## config.mk

```make
export PLATFORM = sky130hd
export DESIGN_NAME = traffic_sequencer_flat
export DESIGN_NICKNAME = d
export VERILOG_FILES = /design/src/rtl/traffic_sequencer_pkg.sv /design/src/rtl/traffic_sequencer_if.sv /design/src/rtl/traffic_sequencer_phase_timer.sv /design/src/rtl/traffic_sequencer.sv /design/src/flat_wrapper.sv
export SDC_FILE = /design/constraint.sdc
export NUM_CORES = 1
export LEC_CHECK = 0
export CORE_AREA = 10 10 61 113
export DETAILED_ROUTE_END_ITERATION = 6
export DIE_AREA = 0 0 71 123
export GPL_ROUTABILITY_DRIVEN = 1
export PLACE_DENSITY_LB_ADDON = 0.3
export SYNTH_ARGS = -nofsm -noshare
export SYNTH_HDL_FRONTEND = slang
export SYNTH_SLANG_ARGS = --single-unit
export TNS_END_PERCENT = 5
```

## constraint.sdc

```tcl
create_clock -name clk -period 4.8 [get_ports clk]
set_input_delay 0.96 -clock clk [delete_from_list [all_inputs] [get_ports clk]]
set_output_delay 0.96 -clock clk [all_outputs]
set_load 0.05 [all_outputs]
```

## src/rtl/traffic_sequencer_pkg.sv

```systemverilog
// Shared definitions for the intersection sequencer: phase codes,
// lamp encodings and duration-register select indices.
package traffic_pkg;

  typedef enum logic [2:0] {
    ST_IDLE = 3'b000,
    ST_NSG  = 3'b001,
    ST_NSY  = 3'b010,
    ST_EWG  = 3'b011,
    ST_EWY  = 3'b100,
    ST_PED  = 3'b101
  } state_t;

  // Lamp bit order is {red, yellow, green}
  localparam logic [2:0] LAMP_RED = 3'b100;
  localparam logic [2:0] LAMP_YEL = 3'b010;
  localparam logic [2:0] LAMP_GRN = 3'b001;

  localparam logic [1:0] CFG_NSG = 2'd0;
  localparam logic [1:0] CFG_NSY = 2'd1;
  localparam logic [1:0] CFG_EWG = 2'd2;
  localparam logic [1:0] CFG_EWY = 2'd3;

endpackage

```

## src/rtl/traffic_sequencer_if.sv

```systemverilog
// Control and lamp bundle between the sequencer and whatever drives it.
// The slave side is the sequencer; the master side issues requests and
// configuration writes and watches the lamps.
interface traffic_sequencer_if #(
  parameter int W = 8
);

  logic         start;
  logic         stop;
  logic         ped_req;
  logic         cfg_we;
  logic [1:0]   cfg_sel;
  logic [W-1:0] cfg_val;
  logic [2:0]   phase;
  logic [2:0]   ns_light;
  logic [2:0]   ew_light;
  logic         walk;
  logic         ped_pending;

  modport master (
    output start, stop, ped_req, cfg_we, cfg_sel, cfg_val,
    input  phase, ns_light, ew_light, walk, ped_pending
  );

  modport slave (
    input  start, stop, ped_req, cfg_we, cfg_sel, cfg_val,
    output phase, ns_light, ew_light, walk, ped_pending
  );

endinterface

```

## src/rtl/traffic_sequencer_phase_timer.sv

```systemverilog
// Down counter that times the current phase. A load sets the count;
// otherwise it counts down and parks at zero, where done is raised.
module phase_timer #(
  parameter int W = 8
) (
  input  logic         clk,
  input  logic         rst_n,
  input  logic         load,
  input  logic [W-1:0] value,
  output logic         done
);

  logic [W-1:0] count;

  // Load on phase entry, otherwise decrement until zero
  always_ff @(posedge clk or negedge rst_n) begin
    if (!rst_n) begin
      count <= '0;
    end else if (load) begin
      count <= value;
    end else if (count != '0) begin
      count <= count - W'(1);
    end
  end

  assign done = (count == '0);

endmodule

```

## src/rtl/traffic_sequencer.sv

```systemverilog
// Two-road intersection sequencer. Walks NS green/yellow, EW green/yellow,
// optionally a pedestrian phase, and can stop gracefully back to idle.
// Phase lengths come from runtime-programmable duration registers.
module traffic_sequencer
  import traffic_pkg::*;
#(
  parameter int W      = 8,
  parameter int T_NSG  = 8,
  parameter int T_NSY  = 3,
  parameter int T_EWG  = 8,
  parameter int T_EWY  = 3,
  parameter int T_WALK = 5
) (
  input  logic                clk,
  input  logic                rst_n,
  traffic_sequencer_if.slave  bus
);

  state_t       state_q;
  state_t       state_d;
  logic [W-1:0] dur_q [4];
  logic         stop_q;
  logic         ped_q;
  logic [2:0]   ns_q;
  logic [2:0]   ew_q;
  logic         walk_q;
  logic         done;
  logic         load;
  logic [W-1:0] load_val;

  // A programmed duration of zero behaves as one cycle, so the load
  // value saturates at zero instead of wrapping.
  function automatic logic [W-1:0] minus_one(input logic [W-1:0] d);
    return (d == '0) ? '0 : d - W'(1);
  endfunction

  // Next phase selection; every transition is a state change, so the
  // timer is reloaded exactly when the state differs from the current one
  always_comb begin
    state_d = state_q;
    case (state_q)
      ST_IDLE: if (bus.start) state_d = ST_NSG;
      ST_NSG:  if (done) state_d = ST_NSY;
      ST_NSY:  if (done) state_d = ST_EWG;
      ST_EWG:  if (done) state_d = ST_EWY;
      ST_EWY:  if (done) state_d = stop_q ? ST_IDLE : (ped_q ? ST_PED : ST_NSG);
      ST_PED:  if (done) state_d = stop_q ? ST_IDLE : ST_NSG;
      default: state_d = ST_IDLE;
    endcase
    load = (state_d != state_q);
  end

  // Timer load value for the phase being entered, read from the duration
  // registers before any same-cycle write lands
  always_comb begin
    load_val = '0;
    case (state_d)
      ST_NSG:  load_val = minus_one(dur_q[CFG_NSG]);
      ST_NSY:  load_val = minus_one(dur_q[CFG_NSY]);
      ST_EWG:  load_val = minus_one(dur_q[CFG_EWG]);
      ST_EWY:  load_val = minus_one(dur_q[CFG_EWY]);
      ST_PED:  load_val = minus_one(W'(T_WALK));
      default: load_val = '0;
    endcase
  end

  phase_timer #(.W(W)) u_timer (
    .clk   (clk),
    .rst_n (rst_n),
    .load  (load),
    .value (load_val),
    .done  (done)
  );

  // Phase register with lamps decoded from the next phase and registered
  always_ff @(posedge clk or negedge rst_n) begin
    if (!rst_n) begin
      state_q <= ST_IDLE;
      ns_q    <= LAMP_RED;
      ew_q    <= LAMP_RED;
      walk_q  <= 1'b0;
    end else begin
      state_q <= state_d;
      ns_q    <= LAMP_RED;
      ew_q    <= LAMP_RED;
      walk_q  <= 1'b0;
      case (state_d)
        ST_NSG:  ns_q   <= LAMP_GRN;
        ST_NSY:  ns_q   <= LAMP_YEL;
        ST_EWG:  ew_q   <= LAMP_GRN;
        ST_EWY:  ew_q   <= LAMP_YEL;
        ST_PED:  walk_q <= 1'b1;
        default: walk_q <= 1'b0;
      endcase
    end
  end

  // Stop and pedestrian request latches; a fresh ped_req beats the clear
  // on PED entry, and stop is meaningless once idle
  always_ff @(posedge clk or negedge rst_n) begin
    if (!rst_n) begin
      stop_q <= 1'b0;
      ped_q  <= 1'b0;
    end else begin
      if (state_q == ST_IDLE || state_d == ST_IDLE) begin
        stop_q <= 1'b0;
      end else if (bus.stop) begin
        stop_q <= 1'b1;
      end
      if (bus.ped_req) begin
        ped_q <= 1'b1;
      end else if (load && state_d == ST_PED) begin
        ped_q <= 1'b0;
      end
    end
  end

  // Duration registers, writable at any time; only read at phase entry
  always_ff @(posedge clk or negedge rst_n) begin
    if (!rst_n) begin
      dur_q[CFG_NSG] <= W'(T_NSG);
      dur_q[CFG_NSY] <= W'(T_NSY);
      dur_q[CFG_EWG] <= W'(T_EWG);
      dur_q[CFG_EWY] <= W'(T_EWY);
    end else if (bus.cfg_we) begin
      dur_q[bus.cfg_sel] <= bus.cfg_val;
    end
  end

  assign bus.phase       = state_q;
  assign bus.ns_light    = ns_q;
  assign bus.ew_light    = ew_q;
  assign bus.walk        = walk_q;
  assign bus.ped_pending = ped_q;

endmodule

```

## src/flat_wrapper.sv

```systemverilog
// flat-port wrapper written by rule: the top's interface ports become plain ports
module traffic_sequencer_flat import traffic_pkg::*;
#(
  parameter int W      = 8,
  parameter int T_NSG  = 8,
  parameter int T_NSY  = 3,
  parameter int T_EWG  = 8,
  parameter int T_EWY  = 3,
  parameter int T_WALK = 5
)
  (clk, rst_n, bus_start, bus_stop, bus_ped_req, bus_cfg_we, bus_cfg_sel, bus_cfg_val, bus_phase, bus_ns_light, bus_ew_light, bus_walk, bus_ped_pending);
  traffic_sequencer_if #(.W(W)) bus_i ();
  input  logic clk;
  input  logic rst_n;
  input wire logic [$bits(bus_i.start)-1:0] bus_start;
  input wire logic [$bits(bus_i.stop)-1:0] bus_stop;
  input wire logic [$bits(bus_i.ped_req)-1:0] bus_ped_req;
  input wire logic [$bits(bus_i.cfg_we)-1:0] bus_cfg_we;
  input wire logic [$bits(bus_i.cfg_sel)-1:0] bus_cfg_sel;
  input wire logic [$bits(bus_i.cfg_val)-1:0] bus_cfg_val;
  output wire logic [$bits(bus_i.phase)-1:0] bus_phase;
  output wire logic [$bits(bus_i.ns_light)-1:0] bus_ns_light;
  output wire logic [$bits(bus_i.ew_light)-1:0] bus_ew_light;
  output wire logic [$bits(bus_i.walk)-1:0] bus_walk;
  output wire logic [$bits(bus_i.ped_pending)-1:0] bus_ped_pending;
  assign bus_i.start = bus_start;
  assign bus_i.stop = bus_stop;
  assign bus_i.ped_req = bus_ped_req;
  assign bus_i.cfg_we = bus_cfg_we;
  assign bus_i.cfg_sel = bus_cfg_sel;
  assign bus_i.cfg_val = bus_cfg_val;
  assign bus_phase = bus_i.phase;
  assign bus_ns_light = bus_i.ns_light;
  assign bus_ew_light = bus_i.ew_light;
  assign bus_walk = bus_i.walk;
  assign bus_ped_pending = bus_i.ped_pending;
  traffic_sequencer #(.W(W), .T_NSG(T_NSG), .T_NSY(T_NSY), .T_EWG(T_EWG), .T_EWY(T_EWY), .T_WALK(T_WALK)) u_core (.clk(clk), .rst_n(rst_n), .bus(bus_i));
endmodule
```

Yosys cells after proc, flatten, opt, wreduce, memory -nomap -nowiden:

Index checks and enable logic that the tools add are counted.

* bitwise logic cells: 1
* div/mod/pow operators: 0
* reduce and logical (&&, ||, !) cells: 14
* add/sub/neg operators: 5
* equal/unequal tests: 11
* multipliers: 0
* order comparisons: 2
* shift-type cells: 0
* multiplexer cells: 27

Operators by type and width (number)
* $mux W8: 7
* $logic_not A8 Y1: 5
* $pmux W8 S5: 1
* $sub A8 B1 Y8 const B: 5
* $bwmux W32: 1
* $mux W3: 8
* $pmux W3 S6: 1
* $demux W8 S2: 1
* $eq A3 B2 Y1 const B: 4
* $eq A3 B3 Y1 const B: 4
* $pmux W3 S2: 2
* $reduce_bool A8 Y1: 1
* $eq A3 B1 Y1 const B: 2
* $logic_not A3 Y1: 2
* $mux W1: 6
* $reduce_bool A2 Y1: 3
* $ge A3 B3 Y1 const B: 1
* $lt A3 B1 Y1 const B: 1
* $ne A3 B3 Y1: 1
* $not A2 Y3: 1
* $logic_and A1 B1 Y1: 2
* $logic_or A1 B1 Y1: 1

* output and inout port bits: 11
* register bits: 52
* input port bits: 16
* logic and storage cells: 71
* ROM bits: 0
* memories kept: 0
* bits in latches: 0
* bits in writable memories: 0

Depth between registers and ports, before layout:

Gate-level depths: netlist of the first run.

* depth after elaboration: 8
* depth in mapped cells: 9
* mapped depth without buffers: 9

By module:

From an unflattened synthesis of the first run, not the netlist that was laid out.

* cell total of the unflattened synthesis: 296
* area, all modules: 3140.5 um^2

By module, submodules not included
* traffic_sequencer: cells an instance 242, seq. area each 1111.1 um^2, area each 2663.8 um^2, instances 1
* phase_timer: cells an instance 54, seq. area each 200.2 um^2, area each 476.7 um^2, instances 1

Least setup slack after synthesis of the first run:

Ideal clock, no wire load.

* path type: register to register
* from: register u_core.u_timer.count[0]
* to: register u_core.u_timer.count[0]
* required time: 4661 ps
* library setup time: 139 ps
* period minus slack after synthesis: 2481 ps
* setup slack: 2319 ps
* arrival time: 2342 ps
* stages on the path, launching flop included: 10
* buffers on the path: 0
* path through: dfrtp_1 > inv_1 > ha_1 > or4b_4 > o311ai_4 > and2_4 > inv_4 > a32o_1 > a222oi_1 > o22ai_1

* word-level cells in the longest chain between the ends: 6
* elaborated cells between the ends (all ways): 19

RTL lines
* start: declaration: line traffic_sequencer_phase_timer.sv:13 `logic [W-1:0] count;`
* start signal: assignment: line traffic_sequencer_phase_timer.sv:20 `count <= value;`
* start signal: assignment: line traffic_sequencer_phase_timer.sv:22 `count <= count - W'(1);`
* $logic_not A8 Y1 (*): line traffic_sequencer_phase_timer.sv:26 `assign done = (count == '0);`
* $mux W3, on equally long branches
* $pmux W3 S6 (*): line traffic_sequencer.sv:41 `case (state_q)`
* net u_core.state_d[2]: line traffic_sequencer.sv:20 `state_t state_d;`
* $eq A3 B3 Y1, or another cell as far along: line traffic_sequencer.sv:57 `case (state_d)`
* $pmux W8 S5: line traffic_sequencer.sv:57
* $mux W8: line traffic_sequencer_phase_timer.sv:19 `end else if (load) begin`

The timed path passes the listed nets; every way through them passes the cells marked *. The select of a mux whose other input is x is not followed.
A chain may end at the register's enable or synchronous reset.

Worst setup path in the final report of the first run:

* from: register u_core.u_timer.count[0]
* to: register u_core.u_timer.count[1]

* word-level cells in the longest chain between the ends: 6
* elaborated cells between the ends (all ways): 19

RTL lines (line)
* $logic_not A8 Y1: traffic_sequencer_phase_timer.sv:26
* $mux W3, on equally long branches
* $pmux W3 S6: traffic_sequencer.sv:41
* $eq A3 B3 Y1, or another cell as far along: traffic_sequencer.sv:57
* $pmux W8 S5: traffic_sequencer.sv:57
* $mux W8: traffic_sequencer_phase_timer.sv:19

Parallel ways exist; a longest one is shown, timed or not. The select of a mux whose other input is x is not followed.

==> flow_metrics.tcl, run 1 <==
set metrics [dict create \
    run_status "completed" \
    startpoint "u_core.u_timer.count[0]$_DFFE_PN0P_" \
    critical_path.top_delay_family "simple AND/OR/NAND/NOR gates" \
    antennaDiodeCount 0 \
    proportion_of_synthesized_area_in_mux_cells_pct 12.13 \
    reg2reg_slack_ns 1.86 \
    grt_pass1_wl_mm 12.41 \
    synth-simple-area-share_pct 19.11 \
    count_of_final_hold_check_violations 0 \
    root_buffer_master "sky130_fd_sc_hd__clkbuf_8" \
    complex_gate_fraction_of_the_synthesized_area_pct 10.98 \
    fin_tns_setup_ns 0 \
    yosys.area.top_type_share_pct 35.93 \
    finalSetupViolations 0 \
    fin_crit_sh_pct 61.32 \
    maxClockFrequency_mhz 339.7 \
    grt_setup_unrepaired "no" \
    dieArea_um2 8733 \
    crit_path_top_delay_cell "sky130_fd_sc_hd__a2111oi_2" \
    boundaryPins 27 \
    yosys_warnings 0 \
    placementRows 37 \
    globalRouteTotalUtil_pct 17.94 \
    place_inst 369 \
    hold_path_class "reg -> reg" \
    ys_async_sr_fraction_pct 100.0 \
    multi_input_area_um2 1643 \
    cts-root-to-sink-buffers 2 \
    synth.yosys.seq_area_share_pct 42.79 \
    route.vias.total 2358 \
    route.final.wire_length_mm 7.560 \
    tritoncts "yes" \
    drive_above_1_share_pct 21.00 \
    vdd_drop_max_mv 0.3629 \
    initial_utilization_pct 60.17 \
    synth_flop_cell "sky130_fd_sc_hd__dfrtp_1" \
    io_buffers 26 \
    synthXorXnorAreaFrac_pct 7.717 \
    tritoncts_num_sinks 52 \
    seq_area_um2 1311 \
    worstSetupEndpointType "register" \
    post_cts_resize_count 0 \
    antenna_left 0 \
    timing.critical_path.cells "inv_1, ha_1, nor4b_4, nand4_1, a2111oi_2, nand2_1, or3_1, o221ai_1" \
    chipHeight_um 123 \
    global_route.overflow_total 0 \
    place_hpwl_mm 6.052 \
    cts_max_level 2 \
    fin_ws_ns 1.857 \
    netlist-cell-type-count 56 \
    grt_pass1_vias 2515 \
    syn_to_final_growth_pct 12.66 \
    synth.top_cells.by_area "sky130_fd_sc_hd__dfrtp_1, sky130_fd_sc_hd__mux2_2, sky130_fd_sc_hd__dfstp_2, sky130_fd_sc_hd__xor2_1, sky130_fd_sc_hd__xnor2_1" \
    chipWidth_um 71 \
    worst-slew-pin-transition_ns 1.100 \
    finish.net_count 343 \
    grt_antenna_before_repair 0 \
    criticalPathCategory "reg -> reg" \
    drt-initial-drc-count 101 \
    worst_slew_margin_relative_to_its_limit_pct 26.67 \
    power.static_leakage_uw 0.001404 \
    vias_per_cell 6.255 \
    detail_routed_net_length_per_standard_cell_um 20.05 \
    synth_top_family_by_area "simple AND/OR/NAND/NOR gates" \
    synth-edff-count 0 \
    cp.buffers_inverters 1 \
    syn-instance-count 287 \
    timing.critical_path.from_type "register" \
    synth_adder_area_share_pct 3.675 \
    clk_pin_slew_worst_paths_ns 0.08 \
    max_cap_violations 0 \
    critical-path-max-stage-delay_ns 0.70 \
    postSynthAreaPerCell_um2 10.68 \
    layout.core_utilization_pct 67.79 \
    synth.net_count 312 \
    critical_path.reg2reg.startpoint "u_core.u_timer.count[0]$_DFFE_PN0P_" \
    route.detailed.drc 0 \
    totalPowerFinal_uw 1850 \
    post_layout_min_period_ns 2.943 \
    grt_start_max_net_pins 53 \
    synth_area_um2 3064 \
    post-cts-setup-buffers 0 \
    finalWeightedCongestion 0.9712 \
    cts_inserted_buffers 5 \
    clock_skew_ns 0.007875 \
    power.density_nw_per_um2 536.0 \
    ys_seq_elements 52 \
    clock_insertion_delay_worst_skew_ns 0.31 \
    critical_path_arrival_ns 3.16 \
    final.fill_count 421 \
    worstHoldStart "u_core.bus.ped_pending$_DFFE_PN0P_" \
    drtPass1Iterations 5 \
    detailedPlace.worstSlack_ns 1.733 \
    core_area_um2 5092 \
    worstPathMaxFanout 8 \
    finish.cell_count_without_fillers 377 \
    hold_buffers 0 \
    worstPathRequired_ns 5.02 \
    synth_largest_area_cell "sky130_fd_sc_hd__dfrtp_1" \
    final-max-slew-violation-count 0 \
]
==> per-layer routing <==
layer	GRT usage, %	up-vias	wire (µm)
li1	-	1104	-
met1	15.98	1143	2495
met2	33.78	76	4291
met3	3.609	35	302
met4	13.87	0	471
met5	0	-	0
==> worst paths after layout <==
path	end	depth (start not counted)
min in group asynchronous	u_core.dur_q[6]$_DFFE_PN0P_	1
min	u_core.bus.ped_pending$_DFFE_PN0P_	1
max in group asynchronous	u_core.u_timer.count[1]$_DFFE_PN0P_	1
min reg2reg	u_core.bus.ped_pending$_DFFE_PN0P_	1
max reg2reg	u_core.u_timer.count[1]$_DFFE_PN0P_	8
max	u_core.u_timer.count[1]$_DFFE_PN0P_	8
==> stage by stage <==
| stage | hold WS, ns | area, µm² |
|---|---|---|
| finish | 0.5297 | 3452 |
| global route | 0.5369 | 3452 |
| CTS | 0.5254 | 3452 |
| detailed placement | 0.5037 | 3356 |
| global placement | 0.4927 | 3356 |
| floorplan | 0.5180 | 3064 |
==> synthesized netlist by cell type, types with 3 or more instances <==
cell type and instances:
sky130_fd_sc_hd__mux2_2 33, sky130_fd_sc_hd__ha_1 9, sky130_fd_sc_hd__nor3_1 15, sky130_fd_sc_hd__nor4_1 5, sky130_fd_sc_hd__a21o_1 3, sky130_fd_sc_hd__o21ai_0 8
sky130_fd_sc_hd__a221oi_1 5, sky130_fd_sc_hd__nand2_1 19, sky130_fd_sc_hd__nor2_1 24, sky130_fd_sc_hd__and3_1 3, sky130_fd_sc_hd__xor2_1 14, sky130_fd_sc_hd__a21oi_1 3
sky130_fd_sc_hd__nor4b_1 3, sky130_fd_sc_hd__inv_1 16, sky130_fd_sc_hd__xnor2_1 13, sky130_fd_sc_hd__nand3_1 6, sky130_fd_sc_hd__dfrtp_1 44, sky130_fd_sc_hd__dfstp_2 8
sky130_fd_sc_hd__and2_1 3, sky130_fd_sc_hd__nor3b_1 4
==> cells in the final DEF (no fill, tap or decap), types with 3 or more instances in the layout <==
| master | synthesis | routed |
|---|---|---|
| sky130_fd_sc_hd__inv_1 | 16 | 16 |
| sky130_fd_sc_hd__clkbuf_8 | 0 | 6 |
| sky130_fd_sc_hd__xor2_1 | 14 | 14 |
| sky130_fd_sc_hd__clkdlybuf4s50_1 | 0 | 25 |
| sky130_fd_sc_hd__a21o_1 | 3 | 3 |
| sky130_fd_sc_hd__nor2_1 | 24 | 24 |
| sky130_fd_sc_hd__and2_1 | 3 | 3 |
| sky130_fd_sc_hd__o21ai_0 | 8 | 8 |
| sky130_fd_sc_hd__nand2_1 | 19 | 19 |
| sky130_fd_sc_hd__nor4_1 | 5 | 5 |
| sky130_fd_sc_hd__xnor2_1 | 13 | 13 |
| sky130_fd_sc_hd__mux2_2 | 33 | 33 |
| sky130_fd_sc_hd__a221oi_1 | 5 | 5 |
| sky130_fd_sc_hd__nor4b_1 | 3 | 3 |
| sky130_fd_sc_hd__ha_1 | 9 | 9 |
| sky130_fd_sc_hd__a21oi_1 | 3 | 3 |
| sky130_fd_sc_hd__nor3_1 | 15 | 15 |
| sky130_fd_sc_hd__dfstp_2 | 8 | 8 |
| sky130_fd_sc_hd__dfrtp_1 | 44 | 44 |
| sky130_fd_sc_hd__nor3b_1 | 4 | 4 |
| sky130_fd_sc_hd__and3_1 | 3 | 3 |
| sky130_fd_sc_hd__nand3_1 | 6 | 6 |
==> power breakdown <==
part,total (µW),switching (µW),internal [µW]
Clock,256,138,118
Combinational,877,519,358
Sequential,717,147,570
Total,1850,804,1050
==> sequential cells by signal, summed over array words and instances (netlist names) <==
signal	flops
u_core.bus.phase	3
u_core.bus.ew_light	3
u_core.u_timer.count	8
u_core.dur_q	32
u_core.stop_q	1
u_core.bus.walk	1
u_core.bus.ns_light	3
u_core.bus.ped_pending	1
==> layout make-up <==
type	count	area share [%]
Tap cell	58	2.102
Clock buffer	6	2.392
Sequential cell	52	37.98
Multi-Input combinational cell	215	47.59
Clock inverter	2	0.3987
Inverter	17	1.921
Timing Repair Buffer	27	7.611
==> cells by family after synthesis <==
family / after synthesis
AND/OR/NAND/NOR: 104
flip-flops: 52
multiplexers: 33
adder cells (fa/ha/maj): 9
XOR/XNOR: 27
buffers and inverters: 20
AO/OA/AOI/OAI: 42
==> worst register-to-register path: stages, from the launching register on <==
cell and delay, ns:
sky130_fd_sc_hd__dfrtp_1 0.43, sky130_fd_sc_hd__inv_1 0.10, sky130_fd_sc_hd__ha_1 0.26, sky130_fd_sc_hd__nor4b_4 0.52, sky130_fd_sc_hd__nand4_1 0.27, sky130_fd_sc_hd__a2111oi_2 0.70, sky130_fd_sc_hd__nand2_1 0.15, sky130_fd_sc_hd__or3_1 0.35
sky130_fd_sc_hd__o221ai_1 0.08
Power figures use the tool's default switching activity.
==> inputs of run 2 (changes only) <==
--- a/config.mk
+++ b/config.mk
@@ -5,9 +5,9 @@
 export SDC_FILE = /design/constraint.sdc
 export NUM_CORES = 1
 export LEC_CHECK = 0
-export CORE_AREA = 10 10 61 113
+export CORE_AREA = 10 10 66 122
 export DETAILED_ROUTE_END_ITERATION = 6
-export DIE_AREA = 0 0 71 123
+export DIE_AREA = 0 0 76 132
 export GPL_ROUTABILITY_DRIVEN = 1
 export PLACE_DENSITY_LB_ADDON = 0.3
 export SYNTH_ARGS = -nofsm -noshare
==> constraint.sdc (replaced) <==
create_clock -name clk -period 2.4 [get_ports clk]
set_input_delay 0.48 -clock clk [delete_from_list [all_inputs] [get_ports clk]]
set_output_delay 0.48 -clock clk [all_outputs]
set_load 0.05 [all_outputs]
==> run 2 against run 1 <==
Effect of this change: the run now ends with setup timing left; largest power group unchanged; count of clock-buffer cells in the layout up 1; critical path depth up 1; critical path type unchanged; setup slack worse by 2.0 ns; total power up 150%; sequential share of layout area down 5.1 points; combinational power rose to 2.7 times the previous value.
==> flow_metrics.tcl, run 2 (synthesis results as in run 1) <==
set metrics [dict create \
    final.fill_count 477 \
    clock_skew_ns 0.009717 \
    path_common_cell "sky130_fd_sc_hd__buf_4" \
    grt_pass1_vias 2771 \
    route.detailed.drc 0 \
    clock_insertion_delay_worst_skew_ns 0.30 \
    tritoncts_num_sinks 52 \
    criticalPathCategory "reg -> reg" \
    drtPass1Iterations 4 \
    worstPathRequired_ns 2.55 \
    hold_path_class "reg -> reg" \
    violations_in_the_final_reports "setup timing" \
    boundaryPins 27 \
    grt_pass1_wl_mm 13.94 \
    worst-slew-pin-transition_ns 0.6128 \
    syn_to_final_growth_pct 30.38 \
    timing.critical_path.from_type "register" \
    layout.core_utilization_pct 65.97 \
    cp.buffers_inverters 3 \
    root_buffer_master "sky130_fd_sc_hd__clkbuf_16" \
    clk_pin_slew_worst_paths_ns 0.07 \
    fin_tns_setup_ns -0.3360 \
    timing.critical_path.cells "buf_4, nor4b_4, buf_4, nand2_2, mux2_2, nor2_1, buf_4, a221oi_1, o21ai_1" \
    place_inst 444 \
    reg.largest.list "u_core.dur_q: 32 flops, u_core.u_timer.count: 8 flops" \
    fin_crit_sh_pct 104.9 \
    cts_max_level 2 \
    top_register "u_core.dur_q" \
    global_route.overflow_total 0 \
    final_cell_mix "sky130_fd_sc_hd__buf_4, sky130_fd_sc_hd__dfrtp_1, sky130_fd_sc_hd__mux2_2, sky130_fd_sc_hd__clkdlybuf4s50_1, sky130_fd_sc_hd__nor2_1" \
    largest_register_ffs 32 \
    critical-path-max-stage-delay_ns 0.56 \
    final_common_cell "sky130_fd_sc_hd__buf_4" \
    finalSetupViolations 7 \
    antenna_left 0 \
    finish.cell_count_without_fillers 455 \
    detail_routed_net_length_per_standard_cell_um 18.45 \
    worst_slew_margin_relative_to_its_limit_pct 59.14 \
    drive_above_1_share_pct 33.42 \
    core_area_um2 6056 \
    crit_path_top_delay_cell "sky130_fd_sc_hd__a221oi_1" \
    worstSetupEndpointType "register" \
    fin_ws_ns -0.1170 \
    vdd_drop_max_mv 0.6802 \
    run_status "complete, but fails checks" \
    vias_per_cell 5.642 \
    cts-root-to-sink-buffers 2 \
    route.final.wire_length_mm 8.394 \
    globalRouteTotalUtil_pct 17.50 \
    max_cap_violations 0 \
    post_layout_min_period_ns 2.517 \
    drt-initial-drc-count 102 \
    grt_setup_unrepaired "yes" \
    cts_inserted_buffers 5 \
    critical_path_arrival_ns 2.67 \
    chipHeight_um 132 \
    count_of_final_hold_check_violations 0 \
    io_buffers 26 \
    tritoncts "yes" \
    antennaDiodeCount 0 \
    power.density_nw_per_um2 1142 \
    finalWeightedCongestion 0.9857 \
    worstPathMaxFanout 5 \
    seq_area_um2 1313 \
    route.vias.total 2567 \
    initial_utilization_pct 50.60 \
    chipWidth_um 76 \
    grt_antenna_before_repair 0 \
    power.static_leakage_uw 0.001687 \
    finish.net_count 395 \
    dieArea_um2 10030 \
    grt_start_max_net_pins 52 \
    place_hpwl_mm 6.726 \
    multi_input_area_um2 1680 \
    final-max-slew-violation-count 0 \
    maxClockFrequency_mhz 397.3 \
    critical_path.top_delay_family "compound AO/OA/AOI/OAI gates" \
    placementRows 40 \
]
-- run 2: report_power, final --
group,switching [µW],internal [µW]
Combinational,1270,1130
Sequential,233,1140
Clock,298,493
-- run 2: layer usage --
layer	wire length, µm	vias to the layer above	GRT usage (%)	part of all wire, %
met5	0	-	0	0
met4	480	0	10.91	5.7
met3	248	32	2.937	3.0
met2	4947	73	35.09	59
met1	2717	1245	14.94	32
li1	-	1217	-	-
-- run 2: worst reg2reg max path: stages, from the launching register on --
cell	delay [ns]
sky130_fd_sc_hd__dfrtp_1	0.40
sky130_fd_sc_hd__buf_4	0.16
sky130_fd_sc_hd__nor4b_4	0.38
sky130_fd_sc_hd__buf_4	0.21
sky130_fd_sc_hd__nand2_2	0.06
sky130_fd_sc_hd__mux2_2	0.24
sky130_fd_sc_hd__nor2_1	0.09
sky130_fd_sc_hd__buf_4	0.15
sky130_fd_sc_hd__a221oi_1	0.56
sky130_fd_sc_hd__o21ai_1	0.13
-- run 2: through the flow --
stage | power, µW | hold WS (ns) | instance area, µm² | setup slack, ns
floorplan | 2717 | 0.1844 | 3068 | -0.06202
global placement | 3594 | 0.2781 | 3772 | -0.1026
detailed placement | 3654 | 0.2790 | 3772 | -0.1750
CTS | 4540 | 0.5023 | 3995 | -0.05841
global route | 4817 | 0.5169 | 3995 | -0.1875
finish | 4562 | 0.4986 | 3995 | -0.1170
-- run 2: final cells by class --
| cell class | instances | share of cell area (%) |
|---|---|---|
| multi-input cells | 215 | 42.06 |
| flip-flops and latches | 52 | 32.85 |
| repair buffers | 79 | 16.72 |
| clock buffers | 7 | 3.320 |
| well taps | 84 | 2.631 |
| inverters | 17 | 1.660 |
| clock inverters | 1 | 0.7516 |
-- run 2: worst paths after layout --
path                                                       end  cells after the start  slack [ns]                                 from
max                        u_core.u_timer.count[3]$_DFFE_PN0P_                      9       -0.12  u_core.u_timer.count[5]$_DFFE_PN0P_
min                         u_core.bus.ped_pending$_DFFE_PN0P_                      1        0.50   u_core.bus.ped_pending$_DFFE_PN0P_
max reg2reg                u_core.u_timer.count[3]$_DFFE_PN0P_                      9       -0.12  u_core.u_timer.count[5]$_DFFE_PN0P_
min reg2reg                 u_core.bus.ped_pending$_DFFE_PN0P_                      1        0.50   u_core.bus.ped_pending$_DFFE_PN0P_
max in group asynchronous         u_core.dur_q[27]$_DFFE_PN1P_                      3        1.40                                rst_n
min in group asynchronous          u_core.dur_q[3]$_DFFE_PN0P_                      2        0.51                                rst_n
-- run 2: repair_timing --
item,CTS,global route
hold buffers,1,0
pin swaps,6,1
buffers inserted,2,0
hold endpoints to repair,1,0
setup endpoints to repair,7,8
resized for setup,9,1
